$ cat config.mk
export PLATFORM = sky130hd
export DESIGN_NAME = seq_divider
export DESIGN_NICKNAME = d
export VERILOG_FILES = /design/src/rtl/seq_divider.sv
export SDC_FILE = /design/constraint.sdc
export NUM_CORES = 1
export LEC_CHECK = 0
export CORE_MARGIN = 1
export CORE_UTILIZATION = 35
export CTS_CLUSTER_DIAMETER = 100
export CTS_CLUSTER_SIZE = 14
export DETAILED_ROUTE_END_ITERATION = 10
export GPL_TIMING_DRIVEN = 1
export PLACE_DENSITY = 0.62
export SLEW_MARGIN = 30
export SYNTH_ARGS = -nofsm -noshare
export SYNTH_HDL_FRONTEND = slang
export SYNTH_SLANG_ARGS = --single-unit
$ cat constraint.sdc
create_clock -name clk -period 2.25 [get_ports clk]
set_input_delay 0.45 -clock clk [delete_from_list [all_inputs] [get_ports clk]]
set_output_delay 0.45 -clock clk [all_outputs]
set_load 0.05 [all_outputs]
$ cat src/rtl/seq_divider.sv
// Multi-cycle restoring divider: one quotient bit per clock, start/busy/done handshake.
// Define SEQ_DIVIDER_SIGNED_EN for two's-complement operands (magnitude divide plus sign fix-up).
module seq_divider #(
   parameter int WIDTH = 8
) (
   input  logic             clk,
   input  logic             rst,
   input  logic             start,
   input  logic [WIDTH-1:0] dividend,
   input  logic [WIDTH-1:0] divisor,
   output logic             busy,
   output logic             done,
   output logic [WIDTH-1:0] quotient,
   output logic [WIDTH-1:0] remainder,
   output logic             div_by_zero
);

   localparam int CW = $clog2(WIDTH);

   typedef enum logic [1:0] {IDLE, RUN, ZERO, FIN} state_t;

   state_t           state_reg;
   logic [CW-1:0]    cnt_reg;
   logic [WIDTH-1:0] rem_reg;
   logic [WIDTH-1:0] dvd_reg;   // dividend shifts out the top, quotient bits shift in below
   logic [WIDTH-1:0] dsr_reg;

   logic [WIDTH:0]   shift_next;
   logic [WIDTH:0]   diff_next;
   logic             qbit_next;
   logic [WIDTH-1:0] rem_next;
   logic [WIDTH-1:0] dvd_next;
   logic [WIDTH-1:0] q_final;
   logic [WIDTH-1:0] r_final;
   logic [WIDTH-1:0] dvd_load;
   logic [WIDTH-1:0] dsr_load;

`ifdef SEQ_DIVIDER_SIGNED_EN
   logic neg_q_reg;
   logic neg_r_reg;
`endif

   // The shifted partial remainder is below 2*divisor, so the borrow bit alone decides the compare.
   always_comb begin
      shift_next = {rem_reg, dvd_reg[WIDTH-1]};
      diff_next  = shift_next - {1'b0, dsr_reg};
      qbit_next  = ~diff_next[WIDTH];
      rem_next   = qbit_next ? diff_next[WIDTH-1:0] : shift_next[WIDTH-1:0];
      dvd_next   = {dvd_reg[WIDTH-2:0], qbit_next};
   end

`ifdef SEQ_DIVIDER_SIGNED_EN
   always_comb begin
      q_final  = neg_q_reg ? -dvd_next : dvd_next;
      r_final  = neg_r_reg ? -rem_next : rem_next;
      dsr_load = divisor[WIDTH-1] ? -divisor : divisor;
      // Divide-by-zero reports the raw dividend, so keep it unconverted in that case.
      if (divisor == '0 || !dividend[WIDTH-1])
         dvd_load = dividend;
      else
         dvd_load = -dividend;
   end
`else
   always_comb begin
      q_final  = dvd_next;
      r_final  = rem_next;
      dvd_load = dividend;
      dsr_load = divisor;
   end
`endif

   always_ff @(posedge clk or posedge rst) begin
      if (rst) begin
         state_reg   <= IDLE;
         cnt_reg     <= '0;
         rem_reg     <= '0;
         dvd_reg     <= '0;
         dsr_reg     <= '0;
         busy        <= 1'b0;
         done        <= 1'b0;
         quotient    <= '0;
         remainder   <= '0;
         div_by_zero <= 1'b0;
`ifdef SEQ_DIVIDER_SIGNED_EN
         neg_q_reg   <= 1'b0;
         neg_r_reg   <= 1'b0;
`endif
      end else begin
         done <= 1'b0;
         case (state_reg)
            IDLE, FIN: begin
               if (start) begin
                  dvd_reg <= dvd_load;
                  dsr_reg <= dsr_load;
                  rem_reg <= '0;
                  cnt_reg <= '0;
                  busy    <= 1'b1;
`ifdef SEQ_DIVIDER_SIGNED_EN
                  neg_q_reg <= dividend[WIDTH-1] ^ divisor[WIDTH-1];
                  neg_r_reg <= dividend[WIDTH-1];
`endif
                  state_reg <= (divisor == '0) ? ZERO : RUN;
               end else begin
                  busy      <= 1'b0;
                  state_reg <= IDLE;
               end
            end
            RUN: begin
               rem_reg <= rem_next;
               dvd_reg <= dvd_next;
               cnt_reg <= cnt_reg + 1'b1;
               if (cnt_reg == CW'(WIDTH - 1)) begin
                  quotient    <= q_final;
                  remainder   <= r_final;
                  div_by_zero <= 1'b0;
                  busy        <= 1'b0;
                  done        <= 1'b1;
                  state_reg   <= FIN;
               end
            end
            ZERO: begin
               quotient    <= '1;
               remainder   <= dvd_reg;
               div_by_zero <= 1'b1;
               busy        <= 1'b0;
               done        <= 1'b1;
               state_reg   <= FIN;
            end
            default: begin
               busy      <= 1'b0;
               state_reg <= IDLE;
            end
         endcase
      end
   end

endmodule

==> results.yml, run 1 <==
setup_path:
  cp_data_arrival_time_ns: 2.53
  crit_fanout: 7
  worst_setup_path_end_kind: "register"
  critical_path_class: "reg2reg"
  r2r-start: "dvd_reg[7]$_DFFE_PP0P_"
  critPathLaunch: "dvd_reg[7]$_DFFE_PP0P_"
  worst-r2r-cell-count: 9
  worstPathRequired_ns: 2.49
  startpoint_type: "register"
drt:
  dr.pass1.iters: 4
  ant_nets: 0
  first_iter_violations: 156
  vias: 2323
  post-route-drc-count: 0
  wire_per_inst_microns: 15.10
  routed_wl_mm: 6.599
  vias_per_cell: 5.316
power_and_ir_drop:
  swShare_pct: 47.45
  p_clk_share_pct: 9.9
  p_comb_share_pct: 64.3
  p_leak_nw: 1.516
  pwr-share-seq_pct: 25.8
  ir_worst_vdd_mv: 1.040
  p_sw_mw: 2.713
  p_int_mw: 3.004
  power.density_mw_per_mm2: 1594
placed_design:
  place.gp.congestion: 0.8128
  dpl.hpwl_mm: 4.640
  place_area_sq_mm: 0.003304
  port-buffer-count: 37
die:
  core_sq_mm: 0.007331
  die_h_microns: 89.57
  core.rowCount: 31
  die-area_sq_mm: 0.008022
  initial_core_util_pct: 36.61
  die_x_microns: 89.57
  ioPinCount: 38
clocking:
  clock_latency_ns: 0.31
  ctsRootBufferMaster: "clkbuf_8"
  cts_tree: "built"
  clock-sinks: 48
  cts_buffer_depth: 2
  cts_buffers: 5
  clk_pin_slew_worst_paths_ns: 0.10
  cts_htree_levels: 2
  holdBufCountCts: 0
cells_and_area:
  area_growth_pct: 33.66
  final_cell_mix: "dfrtp_1, clkdlybuf4s50_1, nand2_1"
  nFillCells: 658
  final_nets: 369
  drive_above_1_share_pct: 23.08
  design_area_sq_mm: 0.003587
  mostFrequentLayoutCell: "dfrtp_1"
  fin_util_pct: 48.93
  n_antenna_cell: 0
sta:
  finalCriticalPeriod_ns: 2.286
  worst_slew_pin_slew_ns: 0.7167
  fmax_mhz: 437.4
  setup_viol: 5
  slew_violations: 0
  hold_viol: 0
  finalClockSkew_ns: 0.01155
  fin_crit_sh_pct: 101.6
  fin_ws_ns: -0.03602
  rsz0062_at_grt: "true"
  slew_headroom_pct: 52.10
  fin_hold_ws_ns: 0.4800
global_route:
  grt_pass1_wl_mm: 11.08
  grt_use_total_pct: 18.36
  antenna_found_initial: 0
  grt_overflow_total: 0
  grt_pass1_vias: 2246
  grt_max_degree: 49
yosys:
  netlist_area_sq_mm: 0.002684
  netlist_instances: 279
  synth_fp_nets: 311
  yosysWarnings: 0
  synth-seq-cells: 48
  synth.avg_cell_area_sq_um: 9.619
  yosysSeqAreaShare_pct: 44.76
  synth_cell_types: 45
outcome:
  violations: "negative setup slack"
  status: "finished, violations left"
job:
  maxCapViolations: 0
min_path:
  min_path_type: "in2async"
[cells by family after synthesis]
family                   synth area share (%)
AO/OA/AOI/OAI                           21.21
AND/OR/NAND/NOR                         11.56
flip-flops                              44.76
buffers and inverters                   5.408
multiplexers                            9.091
adder cells (fa/ha/maj)                 6.340
XOR/XNOR                                1.632
[layout make-up]
| type | instances | area [sq um] | share of cell area, % |
|---|---|---|---|
| clock inverters | 2 | 13.76 | 0.3837 |
| clock buffers | 6 | 82.58 | 2.302 |
| multi-input cells | 198 | 1501 | 41.86 |
| repair buffers | 64 | 589.3 | 16.43 |
| well taps | 99 | 123.9 | 3.453 |
| flip-flops and latches | 48 | 1201 | 33.48 |
| inverters | 20 | 75.07 | 2.093 |
[power groups by stage]
stage	Sequential, mW	Combinational (mW)	Clock, mW
floorplan	1.80	1.87	0
global placement	1.47	3.06	0
detailed placement	1.48	3.15	0
CTS	1.47	3.57	0.572
global route	1.52	4.01	0.608
finish	1.47	3.68	0.566
[final timing paths]
| check | to | slack [ns] |
|---|---|---|
| max | rem_reg[0]$_DFFE_PP0P_ | -0.04 |
| min | cnt_reg[0]$_DFFE_PP0P_ | 0.48 |
| min reg2reg | cnt_reg[2]$_DFFE_PP0P_ | 0.50 |
| min in group clk | cnt_reg[2]$_DFFE_PP0P_ | 0.50 |
| max in group asynchronous | rem_reg[7]$_DFFE_PP0P_ | 1.53 |
| max reg2reg | rem_reg[0]$_DFFE_PP0P_ | -0.04 |
[layer usage]
layer	routed length [microns]	vias up	share of wire (%)	global-route usage (%)
met5	0	-	0	0
met4	95	0	1.4	5.195
met3	259	8	3.9	2.770
met2	3210	56	49	30.10
met1	3034	1140	46	25.20
li1	-	1119	-	-
[critical path: stages (launching register included)]
cell	delay, ns
dfrtp_1	0.40
inv_2	0.08
ha_4	0.13
inv_2	0.03
fa_2	0.36
a211oi_4	0.28
o211ai_1	0.20
o211ai_4	0.25
mux2_4	0.36
o21ai_2	0.12
[synth_stat cells (all sizes together)]
cell     count  area, sq um
a221oi       1        8.760
or3          1        6.260
nand2       27        101.4
xnor2        2        17.52
mux2i       12        120.1
nor3b        1        7.510
a21boi       1        7.510
a21o         2        15.01
o22a         1        8.760
nor2        16        60.06
o211a        1        10.01
and2         1        6.260
o31ai        1        7.510
a21oi       28        140.1
nand3b       8        60.06
or3b         1        8.760
ha          12        150.1
a211oi       6        55.05
a22oi        1        7.510
o21ai       31        155.2
nor3         1        5.000
o211ai       3        41.29
nand2b       3        18.77
a221o        1        11.26
dfrtp       48         1201
fa           1        20.02
nor4         2        12.51
o22ai        7        43.79
mux2        11        123.9
buf          7        43.79
xor2         3        26.28
a31oi        4        25.02
nand4b       1        8.760
a2111oi      2        23.77
clkbuf       7        26.28
inv         20        75.07
nand3        3        15.01
a32oi        1        8.760
[stage by stage]
| stage | setup TNS, ns | power (mW) | instances | worst slack, ns |
|---|---|---|---|---|
| 2_1_floorplan | 0 | 3.676 | 279 | 0.05862 |
| 3_3_place_gp | -0.5771 | 4.527 | 424 | -0.08877 |
| 3_5_place_dp | -1.539 | 4.627 | 424 | -0.1589 |
| 4_1_cts | -0.3118 | 5.611 | 437 | -0.05595 |
| 5_1_grt | -1.452 | 6.143 | 437 | -0.1166 |
| 6_report | -0.1214 | 5.718 | 437 | -0.03602 |
[repair_timing]
action / 4_1_cts / 5_1_grt
buffers inserted: 4 / 0
gates cloned: 1 / 0
pin swaps: 15 / 15
resized for setup: 23 / 12
endpoints found under the setup margin: 18 / 18
(Power assumes the default switching activity.)
==> run 2, diff against run 1 <==
--- a/config.mk
+++ b/config.mk
@@ -12,6 +12,7 @@
 export DETAILED_ROUTE_END_ITERATION = 10
 export GPL_TIMING_DRIVEN = 1
 export PLACE_DENSITY = 0.62
+export SETUP_SLACK_MARGIN = 0.02
 export SLEW_MARGIN = 30
 export SYNTH_ARGS = -nofsm -noshare
 export SYNTH_HDL_FRONTEND = slang
==> constraint.sdc (replaced) <==
create_clock -name clk -period 2.1 [get_ports clk]
set_input_delay 0.42 -clock clk [delete_from_list [all_inputs] [get_ports clk]]
set_output_delay 0.42 -clock clk [all_outputs]
set_load 0.05 [all_outputs]
==> results.yml, run 2 (synthesis gave the netlist of run 1 again) <==
global_route:
  antenna_found_initial: 0
  busiest_layer: "met2"
  grt_pass1_vias: 2227
  grt_use_met3_pct: 2.862
  grt_util_met1_pct: 24.54
  met2_usage_pct: 28.86
  grt_max_degree: 49
  grt_pass1_wl_mm: 10.70
  grt_use_total_pct: 17.67
  grt_overflow_total: 0
drt:
  dr.pass1.iters: 4
  routed_wl_mm: 6.634
  first_iter_violations: 101
  vias_per_cell: 5.082
  wire_per_inst_microns: 14.68
  vias: 2297
  post-route-drc-count: 0
  ant_nets: 0
cells_and_area:
  n_antenna_cell: 0
  fin_cells: 452
  mostFrequentLayoutCell: "dfrtp_1"
  final_cell_mix: "dfrtp_1, clkdlybuf4s50_1, buf_4"
  area_growth_pct: 36.60
  final_nets: 384
  drive_above_1_share_pct: 23.80
sta:
  slew_headroom_pct: 57.79
  fin_crit_sh_pct: 114.8
  finalClockSkew_ns: 0.006647
  timing.setup.tns_ns: -4.502
  finalCriticalPeriod_ns: 2.410
  setup_viol: 18
  fin_hold_ws_ns: 0.4792
  fin_ws_ns: -0.3100
  hold_viol: 0
  slew_violations: 0
  rsz0062_at_grt: "true"
  fmax_mhz: 414.9
  worst_slew_pin_slew_ns: 0.6331
placed_design:
  placed_cells: 433
  dpl.hpwl_mm: 4.900
  port-buffer-count: 37
  place.gp.congestion: 0.8042
setup_path:
  worst_setup_path_end_kind: "register"
  worstPathRequired_ns: 2.32
  crit_path_top_delay_cell: "dfrtp_1"
  cp_data_arrival_time_ns: 2.63
  critical_path_class: "reg2reg"
  crit_fanout: 7
  startpoint_type: "register"
  cp_cell_sequence: "inv_2 -> ha_4 -> inv_2 -> fa_2 -> a211oi_4 -> buf_4 -> o211ai_1 -> o211ai_4 -> buf_6 -> buf_6 -> a22oi_2 -> o21ai_1"
  max_stage_delay_ns: 0.40
power_and_ir_drop:
  pwr-share-seq_pct: 25.0
  p_leak_nw: 1.599
  p_comb_share_pct: 63.6
  power.density_mw_per_mm2: 1701
  ir_worst_vdd_mv: 0.8788
  p_clk_share_pct: 11.3
  p_int_mw: 3.437
  p_sw_mw: 2.800
  swShare_pct: 44.89
clocking:
  clock_latency_ns: 0.30
  clk_pin_slew_worst_paths_ns: 0.09
  cts_tree: "built"
  holdBufCountCts: 0
  ctsRootBufferMaster: "clkbuf_8"
  cts_buffer_depth: 2
  cts_buffers: 5
  cts_htree_levels: 2
  clock-sinks: 48
die:
  ioPinCount: 38
  core_sq_mm: 0.007331
  initial_core_util_pct: 36.61
  die_h_microns: 89.57
  die_x_microns: 89.57
  die-area_sq_mm: 0.008022
  core.rowCount: 31
min_path:
  min_path_type: "in2async"
outcome:
  status: "finished, violations left"
  violations: "negative setup slack"
job:
  maxCapViolations: 0
run 2: stage by stage:
step                power (mW)  instance area [sq um]  utilization, %  worst slack [ns]
finish                   6.237                   3666           50.01           -0.3100
global route             6.692                   3666           50.01           -0.4232
CTS                      6.125                   3616           49.33           -0.2571
detailed placement       5.095                   3372           46.00           -0.3271
global placement         5.005                   3372           46.00           -0.2265
floorplan                3.950                   2691               -          -0.03019
run 2: what timing repair did:
item | in CTS | in global routing
setup endpoints to repair | 18 | 18
resized for setup | 19 | 5
pin swaps | 11 | 5
buffers inserted | 8 | 3
run 2: worst max-delay path, delay by kind of cell (launching register included):
family,cells,cell delay [ns]
adders and majority gates,2,0.50
buffers and inverters,5,0.56
DFF,1,0.40
AOI/OAI and AO/OA,5,0.87
run 2: final timing paths:
check                                                end  cells past startpoint                   start  slack (ns)
worst max-delay path              rem_reg[6]$_DFFE_PP0P_                     12  dvd_reg[7]$_DFFE_PP0P_       -0.31
worst min-delay path              dsr_reg[7]$_DFFE_PP0P_                      3                     rst        0.48
worst max register to register    rem_reg[6]$_DFFE_PP0P_                     12  dvd_reg[7]$_DFFE_PP0P_       -0.31
worst min register to register    cnt_reg[1]$_DFFE_PP0P_                      2  cnt_reg[1]$_DFFE_PP0P_        0.51
max in group asynchronous       remainder[6]$_DFFE_PP0P_                      3                     rst        1.37
min in group clk                  cnt_reg[1]$_DFFE_PP0P_                      2  cnt_reg[1]$_DFFE_PP0P_        0.51
run 2: power by group through the flow:
| stage | combinational [mW] | clock, mW | sequential (mW) |
|---|---|---|---|
| 5_1_grt | 4.33 | 0.752 | 1.61 |
| 6_report | 3.97 | 0.707 | 1.56 |
| 2_1_floorplan | 2.02 | 0 | 1.93 |
| 4_1_cts | 3.84 | 0.720 | 1.57 |
| 3_3_place_gp | 3.44 | 0 | 1.57 |
| 3_5_place_dp | 3.52 | 0 | 1.58 |
run 2: per-layer routing:
metal  part of all wire [%]  wire length (microns)
met1                     48                   3185
met2                     48                   3199
met3                    2.6                    170
met4                    1.2                     78
met5                      0                      0
run 2: layout make-up:
cell class | count | area, sq um
clock buffer | 6 | 82.58
clock inverter | 2 | 38.79
fill | 681 | 3665
inverter | 20 | 75.07
multi-input combinational | 197 | 1420
sequential | 48 | 1201
tap | 99 | 123.9
timing repair buffer | 80 | 724.4
==> run 3, diff against run 2 <==
==> constraint.sdc (replaced) <==
create_clock -name clk -period 1.95 [get_ports clk]
set_input_delay 0.585 -clock clk [delete_from_list [all_inputs] [get_ports clk]]
set_output_delay 0.585 -clock clk [all_outputs]
set_load 0.05 [all_outputs]
==> results.yml, run 3 (synthesis gave the netlist of run 1 again) <==
job:
  maxCapViolations: 0
power_and_ir_drop:
  p_leak_nw: 1.621
  ir_worst_vdd_mv: 1.260
  power_mw: 6.631
  power.density_mw_per_mm2: 1819
setup_path:
  r2r-start: "dvd_reg[7]$_DFFE_PP0P_"
  crit_path_top_delay_cell: "dfrtp_1"
  worst_setup_path_end_kind: "register"
  path_delay_family: "compound AO/OA/AOI/OAI gates"
  worst-r2r-cell-count: 9
  startpoint_type: "register"
  cp_num_buf_inv: 2
  critical_path_class: "reg2reg"
  crit_top_cell: "inv_2"
  cp_data_arrival_time_ns: 2.47
  rrSetupSlack_ns: -0.34
  worstPathRequired_ns: 2.14
  rr_endpoint: "remainder[1]$_DFFE_PP0P_"
  crit_fanout: 7
  max_stage_delay_ns: 0.41
  cp_cell_sequence: "inv_2 -> ha_4 -> inv_2 -> fa_2 -> a211oi_4 -> o211ai_1 -> o211ai_4 -> mux2i_2 -> a21oi_1"
cells_and_area:
  n_antenna_cell: 0
  fin_cells: 453
  design_area_sq_mm: 0.003646
  drive_above_1_share_pct: 31.07
  mostFrequentLayoutCell: "buf_4"
  area_growth_pct: 35.85
  final_cell_mix: "buf_4, dfrtp_1, nand2_1"
  final_nets: 385
sta:
  finalClockSkew_ns: 0.008134
  fin_ws_ns: -0.3353
  fin_crit_sh_pct: 117.2
  rsz0062_at_grt: "true"
  slew_violations: 0
  slew_headroom_pct: 67.85
  fmax_mhz: 437.6
  hold_viol: 0
  finalCriticalPeriod_ns: 2.285
  worst_slew_pin_slew_ns: 0.4701
  fin_hold_ws_ns: 0.5034
  setup_viol: 18
drt:
  vias_per_cell: 4.987
  vias: 2259
  ant_nets: 0
  post-route-drc-count: 0
  routed_wl_mm: 6.513
  dr.pass1.iters: 4
  wire_per_inst_microns: 14.38
  first_iter_violations: 156
placed_design:
  port-buffer-count: 37
  place_ws_ns: -0.4265
  place.gp.congestion: 0.8142
  placed_cells: 440
  place_area_sq_mm: 0.003390
  dpl.hpwl_mm: 4.794
global_route:
  grt_max_degree: 30
  grt_overflow_total: 0
  antenna_found_initial: 0
  grt_use_total_pct: 17.69
  grt_pass1_wl_mm: 10.67
  grt_pass1_vias: 2133
die:
  core.rowCount: 31
  core_sq_mm: 0.007331
  die-area_sq_mm: 0.008022
  die_x_microns: 89.57
  die_h_microns: 89.57
  initial_core_util_pct: 36.61
  ioPinCount: 38
clocking:
  cts_tree: "built"
  cts_buffers: 5
  cts_buffer_depth: 2
  cts_htree_levels: 2
  ctsRootBufferMaster: "clkbuf_8"
  clock-sinks: 48
  clk_pin_slew_worst_paths_ns: 0.09
  clock_latency_ns: 0.31
min_path:
  min-delay-start: "cnt_reg[2]$_DFFE_PP0P_"
  holdPathEnd: "cnt_reg[2]$_DFFE_PP0P_"
  min_path_type: "reg2reg"
  holdPathStages: 2
outcome:
  status: "finished, violations left"
  violations: "negative setup slack"
run 3: metal layers:
layer | vias to the layer above | GRT usage, % | wire (microns)
met5 | - | 0 | 0
met4 | 0 | 5.195 | 101
met3 | 6 | 3.139 | 181
met2 | 35 | 26.65 | 3029
met1 | 1075 | 25.87 | 3200
li1 | 1143 | - | -
run 3: metrics by stage:
stage / utilization (%) / TNS [ns]
2_1_floorplan: - / -2.768
3_3_place_gp: 46.24 / -5.295
3_5_place_dp: 46.24 / -6.309
4_1_cts: 49.14 / -5.457
5_1_grt: 49.74 / -7.589
6_report: 49.74 / -5.291
run 3: power by group:
part,internal (mW),switching (mW),total [mW]
Combinational,1.90,2.39,4.29
Sequential,1.38,0.312,1.70
Clock,0.291,0.353,0.643
run 3: tightest hold or removal path: stages (launching register included):
cell     delay (ns)
dfrtp_1        0.36
nand2_1        0.05
o21ai_0        0.06
run 3: layout make-up:
type	instances	area (sq um)
Multi-Input combinational cell	198	1468
Tap cell	99	123.9
Sequential cell	48	1201
Clock inverter	2	13.76
Clock buffer	6	82.58
Timing Repair Buffer	80	681.9
Fill cell	689	3685
Inverter	20	75.07
run 3: repair_timing:
action | 4_1_cts | 5_1_grt
buffers inserted | 3 | 1
gates cloned | 1 | 0
setup endpoints to repair | 18 | 19
hold endpoints to repair | 0 | 0
hold buffers | 0 | 0
pin swaps | 13 | 9
resized for setup | 19 | 9
run 3: how the worst max path moves through the flow:
stage / end / depth (start not counted) / startpoint
after floorplan: rem_reg[7]$_DFFE_PP0P_ / 10 / dvd_reg[7]$_DFFE_PP0P_
after global placement: remainder[0]$_DFFE_PP0P_ / 9 / dvd_reg[7]$_DFFE_PP0P_
after detailed placement: remainder[0]$_DFFE_PP0P_ / 9 / dvd_reg[7]$_DFFE_PP0P_
after CTS: rem_reg[0]$_DFFE_PP0P_ / 9 / dvd_reg[7]$_DFFE_PP0P_
after global routing: remainder[1]$_DFFE_PP0P_ / 9 / dvd_reg[7]$_DFFE_PP0P_
final: remainder[1]$_DFFE_PP0P_ / 9 / dvd_reg[7]$_DFFE_PP0P_
